<file path="src/rtl/tt_pkg.sv">
// Shared types and constants for the truth-table sweep harness.
//   tt_state_t : sweep FSM states
//   TT_ROWS    : rows in a 3-input truth table
//   TT_ROW_W   : row index width
//   TT_CNT_W   : settle counter width (SETTLE up to 255)
//   tt_bit()   : truth-table bit position for a row (row 000 is the MSB)
package tt_pkg;

   localparam int unsigned TT_ROWS  = 8;
   localparam int unsigned TT_ROW_W = 3;
   localparam int unsigned TT_CNT_W = 8;

   typedef enum logic [1:0] {
      IDLE   = 2'd0,
      DRIVE  = 2'd1,
      SAMPLE = 2'd2,
      DONE   = 2'd3
   } tt_state_t;

   // Wolfram ordering: row 0 lands in bit 7, row 7 in bit 0.
   function automatic logic [TT_ROW_W-1:0] tt_bit(input logic [TT_ROW_W-1:0] row);
      return TT_ROW_W'(TT_ROWS - 1) - row;
   endfunction

endpackage

</file>
<file path="src/rtl/tt_settle_cnt.sv">
// Settle-interval counter: loadable-to-zero up-counter with a terminal
// count flag at SETTLE-1.
//   clk, reset : clock, synchronous active-high reset
//   i_clr      : force count to zero (has priority over i_en)
//   i_en       : advance count
//   o_tc_c     : combinational, count == SETTLE-1
module tt_settle_cnt
   import tt_pkg::*;
#(
   parameter int unsigned SETTLE = 2
) (
   input  logic clk,
   input  logic reset,
   input  logic i_clr,
   input  logic i_en,
   output logic o_tc_c
);

   logic [TT_CNT_W-1:0] r_cnt;

   always_ff @(posedge clk) begin
      if (reset || i_clr) begin
         r_cnt <= '0;
      end else if (i_en) begin
         r_cnt <= r_cnt + TT_CNT_W'(1);
      end
   end

   assign o_tc_c = (r_cnt == TT_CNT_W'(SETTLE - 1));

endmodule

</file>
<file path="src/rtl/tt_sweep_capture.sv">
// Sequential truth-table sweep harness for 3-input Wolfram-coded blocks.
// Drives rows 000..111 to the block under test, waits SETTLE cycles per
// row, samples its output into an 8-bit table and compares with EXPECTED.
// Optional feature macro: TT_STABLE_CHECK_EN (two-cycle sample with a
// sticky stability flag); undefined leaves `unstable` tied low.
//   clk, reset      : clock, synchronous active-high reset
//   start           : one-cycle sweep request, accepted only in IDLE
//   dut_out         : output of the block under test (clk-synchronous)
//   in1, in2, in3   : row drive to the block under test (in1 = MSB)
//   busy            : high while rows are being driven/sampled
//   done            : one-cycle completion pulse
//   table_q         : captured table, bit 7 = row 000
//   match           : table_q == EXPECTED, updated with done
//   unstable        : a row's two samples differed (stability build only)
module tt_sweep_capture
   import tt_pkg::*;
#(
   parameter int unsigned SETTLE   = 2,
   parameter logic [7:0]  EXPECTED = 8'h53
) (
   input  logic                clk,
   input  logic                reset,
   input  logic                start,
   input  logic                dut_out,
   output logic                in1,
   output logic                in2,
   output logic                in3,
   output logic                busy,
   output logic                done,
   output logic [TT_ROWS-1:0]  table_q,
   output logic                match,
   output logic                unstable
);

   tt_state_t             r_state, w_state_n;
   logic [TT_ROW_W-1:0]   r_row, w_row_n;
   logic [TT_ROW_W-1:0]   r_in;
   logic                  r_busy, r_done, r_match, w_match_n;
   logic [TT_ROWS-1:0]    r_table, w_table_n;
   logic                  w_cnt_clr, w_cnt_en, w_cnt_tc, w_adv, w_drive_n;
`ifdef TT_STABLE_CHECK_EN
   logic                  r_ph, w_ph_n, r_first, w_first_n, r_unstable, w_unst_n;
`endif

   tt_settle_cnt #(.SETTLE(SETTLE)) u_settle (
      .clk    (clk),
      .reset  (reset),
      .i_clr  (w_cnt_clr),
      .i_en   (w_cnt_en),
      .o_tc_c (w_cnt_tc)
   );

   // Next-state, next-row and capture logic.
   always_comb begin
      w_state_n = r_state;
      w_row_n   = r_row;
      w_table_n = r_table;
      w_match_n = r_match;
      w_cnt_clr = 1'b0;
      w_cnt_en  = 1'b0;
      w_adv     = 1'b0;
`ifdef TT_STABLE_CHECK_EN
      w_ph_n    = r_ph;
      w_first_n = r_first;
      w_unst_n  = r_unstable;
`endif
      case (r_state)
         IDLE: begin
            if (start) begin
               w_state_n = DRIVE;
               w_row_n   = '0;
               w_table_n = '0;
               w_match_n = 1'b0;
               w_cnt_clr = 1'b1;
`ifdef TT_STABLE_CHECK_EN
               w_ph_n    = 1'b0;
               w_unst_n  = 1'b0;
`endif
            end
         end
         DRIVE: begin
            if (w_cnt_tc) w_state_n = SAMPLE;
            else          w_cnt_en  = 1'b1;
         end
         SAMPLE: begin
`ifdef TT_STABLE_CHECK_EN
            // First sample goes to the table; second only checks stability.
            if (!r_ph) begin
               w_table_n[tt_bit(r_row)] = dut_out;
               w_first_n = dut_out;
               w_ph_n    = 1'b1;
            end else begin
               w_ph_n = 1'b0;
               if (dut_out != r_first) w_unst_n = 1'b1;
               w_adv = 1'b1;
            end
`else
            w_table_n[tt_bit(r_row)] = dut_out;
            w_adv = 1'b1;
`endif
         end
         DONE: w_state_n = IDLE;
         default: w_state_n = IDLE;
      endcase

      if (w_adv) begin
         if (r_row == TT_ROW_W'(TT_ROWS - 1)) begin
            w_state_n = DONE;
            w_match_n = (w_table_n == EXPECTED);
         end else begin
            w_state_n = DRIVE;
            w_row_n   = r_row + TT_ROW_W'(1);
            w_cnt_clr = 1'b1;
         end
      end

      w_drive_n = (w_state_n == DRIVE) || (w_state_n == SAMPLE);
   end

   // State and registered outputs.
   always_ff @(posedge clk) begin
      if (reset) begin
         r_state <= IDLE;
         r_row   <= '0;
         r_in    <= '0;
         r_busy  <= 1'b0;
         r_done  <= 1'b0;
         r_table <= '0;
         r_match <= 1'b0;
`ifdef TT_STABLE_CHECK_EN
         r_ph       <= 1'b0;
         r_first    <= 1'b0;
         r_unstable <= 1'b0;
`endif
      end else begin
         r_state <= w_state_n;
         r_row   <= w_row_n;
         r_in    <= w_drive_n ? w_row_n : '0;
         r_busy  <= w_drive_n;
         r_done  <= (w_state_n == DONE);
         r_table <= w_table_n;
         r_match <= w_match_n;
`ifdef TT_STABLE_CHECK_EN
         r_ph       <= w_ph_n;
         r_first    <= w_first_n;
         r_unstable <= w_unst_n;
`endif
      end
   end

   assign in1     = r_in[2];
   assign in2     = r_in[1];
   assign in3     = r_in[0];
   assign busy    = r_busy;
   assign done    = r_done;
   assign table_q = r_table;
   assign match   = r_match;
`ifdef TT_STABLE_CHECK_EN
   assign unstable = r_unstable;
`else
   assign unstable = 1'b0;
`endif

endmodule

</file>
<file path="config.mk">
export PLATFORM = sky130hd
export DESIGN_NAME = tt_sweep_capture
export DESIGN_NICKNAME = d
export VERILOG_FILES = /design/src/rtl/tt_pkg.sv /design/src/rtl/tt_settle_cnt.sv /design/src/rtl/tt_sweep_capture.sv
export SDC_FILE = /design/constraint.sdc
export NUM_CORES = 1
export LEC_CHECK = 0
export CAP_MARGIN = 20
export CORE_MARGIN = 2
export CORE_UTILIZATION = 59
export CTS_BUF_LIST = sky130_fd_sc_hd__clkbuf_4
export DETAILED_ROUTE_END_ITERATION = 6
export PLACE_DENSITY = 0.92
export SETUP_SLACK_MARGIN = 0.5
export SLEW_MARGIN = 15
export SYNTH_ARGS = -nofsm -noshare
export SYNTH_HDL_FRONTEND = slang
export SYNTH_SLANG_ARGS = --single-unit
</file>
<file path="constraint.sdc">
create_clock -name clk -period 3 [get_ports clk]
set_clock_uncertainty 0.05 [all_clocks]
set_input_delay 0.6 -clock clk [delete_from_list [all_inputs] [get_ports clk]]
set_output_delay 0.6 -clock clk [all_outputs]
set_load 0.05 [all_outputs]
</file>
After elaboration in Yosys (flattened, before gate mapping)

Cells that the tools add are included.

Register bits: 27
Output and inout bits: 15
Logic and storage cells: 53

$add $sub $neg: 3
Order comparisons: 2
Equal/unequal tests: 9
Multiplexer cells: 25
Bitwise operators: 1
Reductions and logical operators: 5

Operators by type and width:

| cell                | number |
|---|---|
| $pmux 8 s2          | 1 |
| $mux 1              | 12 |
| $mux 3              | 4 |
| $add 8x1->8 const B | 1 |
| $bwmux 8            | 1 |
| $eq 2x2->1 const B  | 4 |
| $eq 8x1->1 const B  | 1 |
| $eq 8x7->1 const B  | 1 |
| $mux 2              | 4 |
| $mux 8              | 1 |
| $pmux 2 s3          | 1 |
| $eq 2x1->1 const B  | 2 |
| $lt 3x4->1 const B  | 1 |
| $add 3x1->3 const B | 1 |
| $demux 1 s3         | 1 |
| $eq 3x3->1 const B  | 1 |
| $ge 3x1->1 const B  | 1 |
| $sub 3x3->3 const A | 1 |
| $logic_not 2->1     | 1 |
| $logic_or 1x1->1    | 2 |
| $reduce_or 2->1     | 1 |
| $logic_and 1x1->1   | 1 |
| $not 1->1           | 1 |

Logic depth before layout (Yosys ltp)

Gate-level depths: netlist of run 1.

Depth after elaboration: 10
Depth in mapped cells: 7
Mapped depth without buffers: 7

Hierarchy

A second synthesis of run 1 with hierarchy kept.

Cells, all modules: 151
Area total of the unflattened synthesis: 1315.0 um^2

Modules (own cells, without submodules):

| module           | instances | cells an instance | area an instance (um^2) | seq. area each (um^2) |
|---|---|---|---|---|
| tt_sweep_capture | 1         | 109               | 942.2                   | 380.4 |
| tt_settle_cnt    | 1         | 42                | 372.9                   | 160.2 |

Least setup slack after synthesis of run 1

OpenSTA, ideal clock, no wires.

Path type: reg-to-reg
Start: reg u_settle.r_cnt[0]
End: reg r_busy (netlist: busy)
Setup time: 0.127 ns
Arrival: 1.638 ns
Required time: 2.823 ns
Slack: 1.185 ns
Cell stages (with the launch flop): 7
Path buffers: 0
Cell sequence: dfxtp_1 > ha_1 > nor4b_1 > a21boi_1 > nand2b_1 > ha_1 > nor2b_1

Longest elaborated chain between the ends: 6
Elaborated cells between the ends (all ways): 7
Those cells by class: eq/ne: 3; mux: 3; reduce/logical: 1

Ends and longest elaborated chain:

| element                                  | RTL line                | RTL |
|---|---|---|
| start, declared                          | tt_settle_cnt.sv:19     | `logic [TT_CNT_W-1:0] r_cnt;` |
| start signal, assigned                   | tt_settle_cnt.sv:25     | `r_cnt <= r_cnt + TT_CNT_W'(1);` |
| $eq 8x1->1 *                             | tt_settle_cnt.sv:29     | `assign o_tc_c = (r_cnt == TT_CNT_W'(SETTLE - 1));` |
| $mux 2 *                                 | tt_sweep_capture.sv:82  | `if (w_cnt_tc) w_state_n = SAMPLE;` |
| $pmux 2 s3 *                             | tt_sweep_capture.sv:67  | `case (r_state)` |
| $mux 2 *                                 | tt_sweep_capture.sv:106 | `if (w_adv) begin` |
| named net w_state_n[0]                   | tt_sweep_capture.sv:35  | `tt_state_t r_state, w_state_n;` |
| $eq 2x1->1 or $eq 2x2->1 (tied branches) | tt_sweep_capture.sv:117 | `w_drive_n = (w_state_n == DRIVE) \|\| (w_state_n == SAMPLE);` |
| $logic_or 1x1->1 *                       | tt_sweep_capture.sv:117 |  |
| named net w_drive_n                      | tt_sweep_capture.sv:40  | `logic w_cnt_clr, w_cnt_en, w_cnt_tc, w_adv, w_drive_n;` |
| end signal, assigned                     | tt_sweep_capture.sv:139 | `r_busy <= w_drive_n;` |
| end, declared                            | tt_sweep_capture.sv:38  | `logic r_busy, r_done, r_match, w_match_n;` |

The timed path passes the listed nets; every way through them passes the cells marked *.
A chain may end at the register's enable or synchronous reset.

Final worst setup path of run 1

Start: reg r_table[6] (netlist: table_q[6])
End: out table_q[6]

RTL lines:

| element                | RTL line                | RTL |
|---|---|---|
| start, declared        | tt_sweep_capture.sv:39  | `logic [TT_ROWS-1:0] r_table, w_table_n;` |
| start signal, assigned | tt_sweep_capture.sv:141 | `r_table <= w_table_n;` |
| end, declared          | tt_sweep_capture.sv:30  | `output logic [TT_ROWS-1:0] table_q,` |

No word-level cell between the ends.

==> results of run 1 <==
-- per-layer routing --
metal  track usage, %  vias to the layer above  share of wire, %
li1                 -                      545                 -
met1            26.11                      511                45
met2            38.10                       41                48
met3            2.924                        7               4.9
met4            13.96                        0               2.4
met5                0                        -                 0
-- tightest hold or removal path: cells and delay by family, from the launching register on --
kind             cells  cell delay [ns]
AO/OA/AOI/OAI        1             0.06
flip-flops           1             0.35
AND/OR/NAND/NOR      1             0.07
-- area by class of cell --
type / instances / share of cell area, %
clock buffers: 3 / 1.511
clock inverters: 1 / 0.5038
inverters: 3 / 0.7557
multi-input cells: 108 / 47.19
flip-flops and latches: 27 / 36.27
well taps: 28 / 2.351
repair buffers: 17 / 11.42
-- placed cells by master (no fill, tap or decap), types with 3 or more instances in the layout --
master and n:
inv_1 3, a22o_1 3, mux2i_1 3, nor3_1 4, ha_1 5, nor2b_1 5
nor2_1 15, and2_1 5, xor2_1 6, nand3_1 10, o21ai_0 3, nand2_1 7
a21oi_1 9, dfxtp_1 27, clkdlybuf4s50_1 17, nand2b_1 3, clkbuf_4 3
-- worst max-delay path by stage --
stage	start	endpoint	slack [ns]	cells after the start
CTS	table_q[6]$_SDFF_PP0_	table_q[6]	0.81	1
floorplan	u_settle.r_cnt[0]$_SDFFE_PP0P_	busy$_SDFF_PP0_	1.18	6
detailed placement	start	match$_SDFF_PP0_	0.58	6
finish	table_q[6]$_SDFF_PP0_	table_q[6]	0.83	1
global placement	start	match$_SDFF_PP0_	0.63	6
global route	u_settle.r_cnt[0]$_SDFFE_PP0P_	busy$_SDFF_PP0_	0.72	6
-- registers in the layout, summed over array words and instances, names as in the netlist --
register,cells
busy,1
done,1
match,1
r_in,3
r_row,3
r_state,2
table_q,8
u_settle.r_cnt,8
-- kinds of logic after synthesis --
group / count (synthesis)
other: 1
buffers and inverters: 12
and+or+nand+nor: 64
muxes: 3
adders and majority gates: 5
AOI/OAI and AO/OA: 28
xor gates and xnor gates: 7
DFF: 27
-- power by group through the flow --
stage	Clock (W)	Combinational, W	Sequential, W
2_1_floorplan	0	0.0000463	0.000382
5_1_grt	0.000180	0.0000690	0.000373
3_3_place_gp	0	0.0000602	0.000379
6_report	0.000164	0.0000635	0.000372
3_5_place_dp	0	0.0000623	0.000380
4_1_cts	0.000168	0.0000627	0.000372
-- stage by stage --
step                      setup slack [ns]  instances  cell area, sq um
after floorplan                      1.185        147              1306
final                               0.8282        187              1490
after detailed placement            0.5808        183              1460
after global routing                0.7185        187              1490
after CTS                           0.8077        187              1490
after global placement              0.6334        183              1460
==> reports/metrics.cfg, run 1 <==
[synth]
synth_edf_count = 0
synth_most_common_cell = dfxtp_1
synth_top_family_by_area = simple AND/OR/NAND/NOR gates
synth.cell_area_sq_um = 1306
yosysSeqAreaShare_pct = 41.38
syn_area_per_cell_sq_um = 8.886
synth_top_flop_cell = dfxtp_1
syn-num-nets = 156
synthXorXnorAreaFrac_pct = 4.693
synth_warnings = 0
synthArstFlopShare_pct = 0
synth_common_cells = 27 x dfxtp_1, 15 x nor2_1, 10 x nand3_1, 9 x a21oi_1, 7 x nand2_1
ys_seq_elements = 27
yosys.area.top_type = dfxtp_1
synthSimpleGateAreaFrac_pct = 27.20
synthDistinctLibCells = 45
yosys-top-cells-area = dfxtp_1 41%, ha_1 4.8%, nor2_1 4.3%
synthCells = 147
synth_mux_area_share_pct = 2.299
synth_compound_area_share_pct = 14.56
synth-adder-area-share_pct = 4.789
synth_top_area_share_pct = 41.38

[floorplanning]
pin_count = 19
die_area_sq_um = 2607
die_h_um = 51.06
chipWidth_um = 51.06
start_util_pct = 60.80
core-area_sq_um = 2148
rows = 17

[timing]
post-route-period-util_pct = 72.39
drv_slew = 0
maxSlewHeadroom_pct = 60.15
setup_tns_ns = 0
rsz0062_at_grt = no
timing.hold.ws_ns = 0.4547
max_freq_mhz = 460.4
tightest_slew_ns = 0.5959
setup_violations = 0
period_minus_slack_ns = 2.172
finalHoldViolations = 0

[cts]
cts_made_buffers = 3
cts_sinks = 27
ctsHoldBuffers = 0
cts-root-buf = clkbuf_4
clk_latency_ns = 0.34
post-cts-setup-buffer-count = 0
htree_num_levels = 1
cts_max_path_buffers = 2
clk_pin_slew_ns = 0.14
cts_tree = built
cts_resized = 0

[drt]
ant_nets = 0
drtIter0Drc = 21
drtPass1Iterations = 4
wl_um = 2720
via_per_inst = 5.904
vias = 1104
drc = 0
routedWlPerCell_um = 14.55

[critical_path]
cp.required_ns = 2.35
start_kind = register
crit_path_end_kind = primary output
worst-path-buf-inv = 1
max_stage_delay_ns = 0.81
r2r_slack_ns = 0.87
r2r-start = u_settle.r_cnt[0]$_SDFFE_PP0P_
setup.worst_path.class = register to primary output
critPathSlowestCell = clkdlybuf4s50_1
crit_family = buffers and inverters
timing.critical_path.cells = clkdlybuf4s50_1
rr_worst_depth = 6
worstReg2RegEnd = busy$_SDFF_PP0_
critical_path_arrival_ns = 1.52
cp_max_fo = 3

[layout]
antenna_cells = 0
fin_nets = 169
n_fill_cell = 159
utilization_pct = 69.37
seqCellArea_sq_um = 540.5
multi_input_area_sq_um = 703.2
synthToLayoutAreaGrowth_pct = 14.08
layout-drive-gt1-share_pct = 5.031

[global_routing]
grt.total_usage_pct = 22.26
antenna_found_initial = 0
grt_max_degree = 18
grt_pass1_wl_um = 4333
gr-total-overflow = 0
grt_pass1_vias = 1029

[place]
portBuffers = 17
routabilityCongestion = 0.8709
place_hpwl_um = 1963

[power_and_ir_drop]
power.internal_w = 0.0004407
swShare_pct = 26.53
fin_total_pwr_w = 0.0005999
p_clk_share_pct = 27.4
irDropWorstVdd_mv = 0.3722
switchingPower_w = 0.0001591
cellLeakagePower_nw = 0.5652
comb_power_share_pct = 10.6
seq_power_share_pct = 62.0
power_density_nw_per_um2 = 402.5

[status]
status = finished clean

[worst_hold_path]
min_from = table_q[3]$_SDFF_PP0_
hold_path_end = table_q[3]$_SDFF_PP0_
min_path_cells = 2
hp-class = register to register

[flow_run]
drv_cap = 0

(Power assumes the default switching activity.)
==> run 2: changes to the inputs <==
- CORE_UTILIZATION: 59 -> 55
- PLACE_DENSITY: 0.92 -> 0.87
- clock period: 3 -> 2.1 ns (I/O delays scaled with it)
==> run 2 against run 1 <==
Critical path depth up 4. Sequential power up 41%. Hold slack worse by 0.0045 ns. Worst setup slack worse by 0.41 ns. Clock power up 45%. Design area up 21%. Non-clock buffer count up 18. Combinational power up 140%. Count of clock-buffer cells in the layout unchanged.
==> reports/metrics.cfg, run 2 (same netlist as run 1, synthesis figures left out) <==
[global_routing]
grt_max_degree = 17  ; was 18
grt_pass1_vias = 1182  ; was 1,029
gr-total-overflow = 0  ; unchanged
grt.total_usage_pct = 25.01  ; was 22.26%
antenna_found_initial = 0  ; unchanged
grt_pass1_wl_um = 5140  ; was 4333 um

[drt]
drtIter0Drc = 69  ; was 21
via_per_inst = 6.171  ; was 5.904
wl_um = 3738  ; was 2720 um
vias = 1265  ; was 1,104
ant_nets = 0  ; unchanged
routedWlPerCell_um = 18.23  ; was 14.55 um
drtPass1Iterations = 5  ; was 4
drc = 0  ; unchanged

[floorplanning]
die_h_um = 52.74  ; was 51.06 um
pin_count = 19  ; unchanged
core-area_sq_um = 2233  ; was 2148 sq um
start_util_pct = 58.49  ; was 60.80%
chipWidth_um = 52.74  ; was 51.06 um
die_area_sq_um = 2781  ; was 2607 sq um
rows = 17  ; unchanged

[critical_path]
start_kind = register  ; unchanged
timing.critical_path.cells = or3b_4 -> and2_1 -> mux2i_2 -> nor4bb_4 -> a41o_1  ; was clkdlybuf4s50_1
critPathSlowestCell = or3b_4  ; was clkdlybuf4s50_1
max_stage_delay_ns = 0.42  ; was 0.81 ns
setup.worst_path.class = register to register  ; was register to primary output
cp_max_fo = 6  ; was 3
crit_family = simple AND/OR/NAND/NOR gates  ; was buffers and inverters
worst-path-buf-inv = 0  ; was 1
crit_path_end_kind = register  ; was primary output
cp.required_ns = 2.29  ; was 2.35 ns
critical_path_arrival_ns = 1.87  ; was 1.52 ns

[timing]
rsz0062_at_grt = yes  ; was no
post-route-period-util_pct = 80.00
max_freq_mhz = 595.2
timing.hold.ws_ns = 0.4502  ; was 0.4547 ns
finalHoldViolations = 0  ; unchanged
period_minus_slack_ns = 1.680
setup_violations = 0  ; unchanged
drv_slew = 0  ; unchanged

[layout]
seqCellArea_sq_um = 566.8  ; was 540.5 sq um
layout_common_cells = 20 x dfxtp_1, 17 x buf_4, 15 x nor2_1, 11 x clkdlybuf4s15_2  ; was 27 x dfxtp_1, 17 x clkdlybuf4s50_1, 15 x nor2_1, 10 x nand3_1, 9 x a21oi_1
multi_input_area_sq_um = 850.8  ; was 703.2 sq um
fin_nets = 187  ; was 169
n_fill_cell = 136  ; was 159
layout-drive-gt1-share_pct = 40.11  ; was 5.031%
synthToLayoutAreaGrowth_pct = 38.41  ; was 14.08%
antenna_cells = 0  ; unchanged
mostFrequentLayoutCell = dfxtp_1  ; unchanged

[worst_hold_path]
hp-class = register to register  ; unchanged

[cts]
cts_tree = built  ; unchanged
cts_made_buffers = 3  ; unchanged
cts-root-buf = clkbuf_4  ; unchanged
htree_num_levels = 1  ; unchanged
clk_latency_ns = 0.32  ; was 0.34 ns
cts_max_path_buffers = 2  ; unchanged
clk_pin_slew_ns = 0.16  ; was 0.14 ns
cts_sinks = 27  ; unchanged
ctsHoldBuffers = 0  ; unchanged

[power_and_ir_drop]
power_density_nw_per_um2 = 505.8  ; was 402.5 nW/um^2
fin_total_pwr_w = 0.0009145  ; was 0.0005999 W
cellLeakagePower_nw = 0.6970  ; was 0.5652 nW
irDropWorstVdd_mv = 0.3438  ; was 0.3722 mV

[flow_run]
drv_cap = 0  ; unchanged

[place]
portBuffers = 17  ; unchanged
place_hpwl_um = 2110  ; was 1963 um
routabilityCongestion = 0.8378  ; was 0.8709

[status]
status = finished clean  ; unchanged

[run 2: cell types whose count changed in the layout (fill, tap and decap cells not counted), moves of 4 or more]
| cell | change |
|---|---|
| buf_4 | +17 |
| and2_4 | +4 |
| dfxtp_1 | -7 |
| clkdlybuf4s50_1 | -15 |
| clkdlybuf4s15_2 | +11 |
| dfxtp_4 | +7 |
[run 2: worst paths after layout]
| path | start | endpoint | slack, ns | cells past startpoint |
|---|---|---|---|---|
| worst min register to register | table_q[2]$_SDFF_PP0_ | table_q[2]$_SDFF_PP0_ | 0.45 | 2 |
| worst min-delay path | table_q[2]$_SDFF_PP0_ | table_q[2]$_SDFF_PP0_ | 0.45 | 2 |
| worst max-delay path | r_state[1]$_SDFF_PP0_ | match$_SDFF_PP0_ | 0.42 | 5 |
| worst max register to register | r_state[1]$_SDFF_PP0_ | match$_SDFF_PP0_ | 0.42 | 5 |
[run 2: area by class of cell]
cell class	count	share of cell area, %
tap	28	1.938
multi-input combinational	108	47.06
inverter	3	0.7612
clock inverter	1	0.4152
clock buffer	3	1.246
timing repair buffer	35	17.23
sequential	27	31.35
[run 2: per-layer routing]
metal / vias to the layer above / global-route usage, % / part of all wire (%)
met5: - / 0 / 0
met4: 0 / 8.547 / 3.8
met3: 19 / 4.286 / 7.1
met2: 68 / 42.71 / 49
met1: 601 / 31.50 / 40
li1: 577 / - / -
[run 2: worst min-delay path, cell delays in order, from the launching register on]
cell and delay [ns]:
dfxtp_1 0.35, nand3_1 0.07, a21oi_1 0.06
[run 2: repair_timing]
action | 4_1_cts | 5_1_grt
pin swaps | 4 | 6
setup endpoints to repair | 33 | 14
gates resized for setup | 61 | 32
buffers inserted | 6 | 5
[run 2: where the power goes]
group | leakage, nW | internal [W] | switching [W]
clock network | 0.0139 | 0.0000728 | 0.000164
registers | 0.223 | 0.000516 | 0.00000846
logic | 0.460 | 0.0000719 | 0.0000817
total | 0.697 | 0.000660 | 0.000254
[run 2: per-stage QoR]
step / setup WS [ns] / utilization [%] / setup TNS [ns] / instances / instance area, sq um
after global routing: 0.3611 / 80.95 / 0 / 205 / 1808
after detailed placement: -0.1303 / 69.58 / -0.1303 / 190 / 1554
after floorplan: 0.5040 / - / 0 / 147 / 1348
after CTS: 0.4276 / 75.91 / 0 / 200 / 1695
final: 0.4199 / 80.95 / 0 / 205 / 1808
after global placement: -0.02371 / 69.58 / -0.02371 / 190 / 1554
==> run 3: changes to the inputs <==
- CORE_ASPECT_RATIO: default -> 2
- CORE_UTILIZATION: 55 -> 50
- PLACE_DENSITY: 0.87 -> 0.83
- clock period: 2.1 -> 1.38 ns (I/O delays scaled with it)
==> run 3 against run 2 <==
The flow now finishes with violations (negative setup slack). Critical path depth unchanged. Via count up 5.7%. Highest routed layer unchanged. Clock power up 57%.
==> reports/metrics.cfg, run 3 (same netlist as run 1, synthesis figures left out) <==
[critical_path]
cp.required_ns = 1.62  ; was 2.29 ns
start_kind = register  ; unchanged
setup.worst_path.class = register to register  ; unchanged
critical_path_arrival_ns = 1.91  ; was 1.87 ns
rr_worst_depth = 5  ; unchanged
crit_start = r_state[0]$_SDFF_PP0_  ; was r_state[1]$_SDFF_PP0_
cp_max_fo = 7  ; was 6
worstReg2RegEnd = match$_SDFF_PP0_  ; unchanged
r2r-start = r_state[0]$_SDFF_PP0_  ; was r_state[1]$_SDFF_PP0_
r2r_slack_ns = -0.28  ; was 0.42 ns
crit_path_end_kind = register  ; unchanged

[place]
place_area_sq_um = 1908  ; was 1554 sq um
routabilityCongestion = 0.8417  ; was 0.8378
pre_cts_ws_ns = -0.5930  ; was -0.1303 ns
place_hpwl_um = 2873  ; was 2110 um
portBuffers = 17  ; unchanged

[layout]
layout_common_cells = 30 x buf_4, 14 x nor2_1, 14 x dfxtp_2, 14 x buf_12, 9 x nand3_1  ; was 20 x dfxtp_1, 17 x buf_4, 15 x nor2_1, 11 x clkdlybuf4s15_2
n_fill_cell = 129  ; was 136
fin_nets = 205  ; was 187
final_area_sq_um = 2170  ; was 1808 sq um
layout-drive-gt1-share_pct = 57.95  ; was 40.11%
antenna_cells = 0  ; unchanged
utilization_pct = 86.61  ; was 80.95%
synthToLayoutAreaGrowth_pct = 66.09  ; was 38.41%
mostFrequentLayoutCell = buf_4  ; was dfxtp_1

[drt]
routedWlPerCell_um = 19.08  ; was 18.23 um
ant_nets = 0  ; unchanged
drc = 0  ; unchanged
vias = 1337  ; was 1,265
drtIter0Drc = 41  ; was 69
via_per_inst = 5.996  ; was 6.171
wl_um = 4254  ; was 3738 um
drtPass1Iterations = 4  ; was 5

[floorplanning]
die_area_sq_um = 3062  ; was 2781 sq um
core-area_sq_um = 2505  ; was 2233 sq um
chipWidth_um = 40.14  ; was 52.74 um
start_util_pct = 52.15  ; was 58.49%
pin_count = 19  ; unchanged
die_h_um = 76.29  ; was 52.74 um
rows = 26  ; was 17

[timing]
setup_violations = 18  ; was 0
fin_ws_ns = -0.2829  ; was 0.4199 ns
period_minus_slack_ns = 1.663  ; was 1.680 ns
max_freq_mhz = 601.4  ; was 595.2 MHz
post-route-period-util_pct = 120.5  ; was 80.00%
setup_tns_ns = -2.339  ; was 0 ns
finalHoldViolations = 0  ; unchanged
timing.hold.ws_ns = 0.4769  ; was 0.4502 ns
drv_slew = 0  ; unchanged
rsz0062_at_grt = yes  ; unchanged

[cts]
htree_num_levels = 1  ; unchanged
cts-root-buf = clkbuf_4  ; unchanged
cts_made_buffers = 3  ; unchanged
cts_sinks = 27  ; unchanged
cts_max_path_buffers = 2  ; unchanged
clk_latency_ns = 0.34  ; was 0.32 ns
clk_pin_slew_ns = 0.14  ; was 0.16 ns
cts_tree = built  ; unchanged

[power_and_ir_drop]
irDropWorstVdd_mv = 0.6834  ; was 0.3438 mV
power_density_nw_per_um2 = 659.0  ; was 505.8 nW/um^2
power.internal_w = 0.001047  ; was 0.0006603 W
switchingPower_w = 0.0003829  ; was 0.0002542 W
comb_power_share_pct = 18.1  ; was 16.8%
p_clk_share_pct = 26.0  ; was 25.9%
swShare_pct = 26.78  ; was 27.79%
cellLeakagePower_nw = 0.8660  ; was 0.6970 nW
seq_power_share_pct = 55.9  ; was 57.3%

[global_routing]
grt_pass1_wl_um = 6065  ; was 5140 um
grt_max_degree = 15  ; was 17
grt_pass1_vias = 1395  ; was 1,182
antenna_found_initial = 0  ; unchanged
grt.total_usage_pct = 28.72  ; was 25.01%
gr-total-overflow = 0  ; unchanged

[worst_hold_path]
hp-class = register to register  ; unchanged
min_path_cells = 2  ; unchanged
hold_path_end = table_q[3]$_SDFF_PP0_  ; was table_q[2]$_SDFF_PP0_
min_from = table_q[3]$_SDFF_PP0_  ; was table_q[2]$_SDFF_PP0_

[status]
status = complete, but fails checks  ; was finished clean
violations = negative setup slack

[flow_run]
drv_cap = 0  ; unchanged

==> run 3: cell count changes in the layout (fill, tap and decap cells not counted), sizes merged <==
cell	change
clkinvlp	-1
clkdlybuf4s18	-1
buf	+30
clkbuf	+1
clkdlybuf4s15	-11
==> run 3: power by group through the flow <==
| stage | sequential (W) | combinational (W) | clock (W) |
|---|---|---|---|
| CTS | 0.000803 | 0.000242 | 0.000365 |
| floorplan | 0.000833 | 0.000117 | 0 |
| global placement | 0.000823 | 0.000209 | 0 |
| finish | 0.000799 | 0.000259 | 0.000372 |
| detailed placement | 0.000823 | 0.000219 | 0 |
| global route | 0.000800 | 0.000275 | 0.000408 |
==> run 3: layer usage <==
layer	GRT usage [%]	wire length, um	vias up
li1	-	-	617
met1	25.80	1461	648
met2	51.29	2428	53
met3	3.790	142	19
met4	19.66	222	0
met5	0	0	-
==> run 3: how the worst max path moves through the flow <==
stage / endpoint / cells after the start
final: match$_SDFF_PP0_ / 5
after global routing: match$_SDFF_PP0_ / 5
after CTS: match$_SDFF_PP0_ / 5
after detailed placement: match$_SDFF_PP0_ / 7
after global placement: match$_SDFF_PP0_ / 6
after floorplan: match$_SDFF_PP0_ / 6
==> run 3: cell type report <==
class / count / area (sq um) / share of cell area [%]
multi-input combinational: 108 / 914.6 / 42.16
timing repair buffer: 53 / 595.6 / 27.45
sequential: 27 / 580.6 / 26.76
tap: 28 / 35.03 / 1.615
clock buffer: 4 / 30.03 / 1.384
inverter: 3 / 13.76 / 0.6344
==> run 3: repair_timing <==
action                                  CTS  global route
resized for setup                        37            14
pin swaps                                 9             3
setup buffers                             3             1
hold endpoints to repair                  0             0
cloned                                    1             0
hold buffers                              0             0
endpoints found under the setup margin   41            41
==> run 3: metrics by stage <==
stage	cells	power, W
after detailed placement	214	0.001042
final	223	0.001430
after global placement	214	0.001032
after global routing	223	0.001483
after CTS	222	0.001410
after floorplan	147	0.0009503
==> run 3: worst max-delay path: stages, from the launching register on <==
cell and delay, ns:
dfxtp_2 0.39, buf_4 0.16, or2_2 0.38, and2_1 0.22, a211oi_2 0.23, a41o_1 0.19
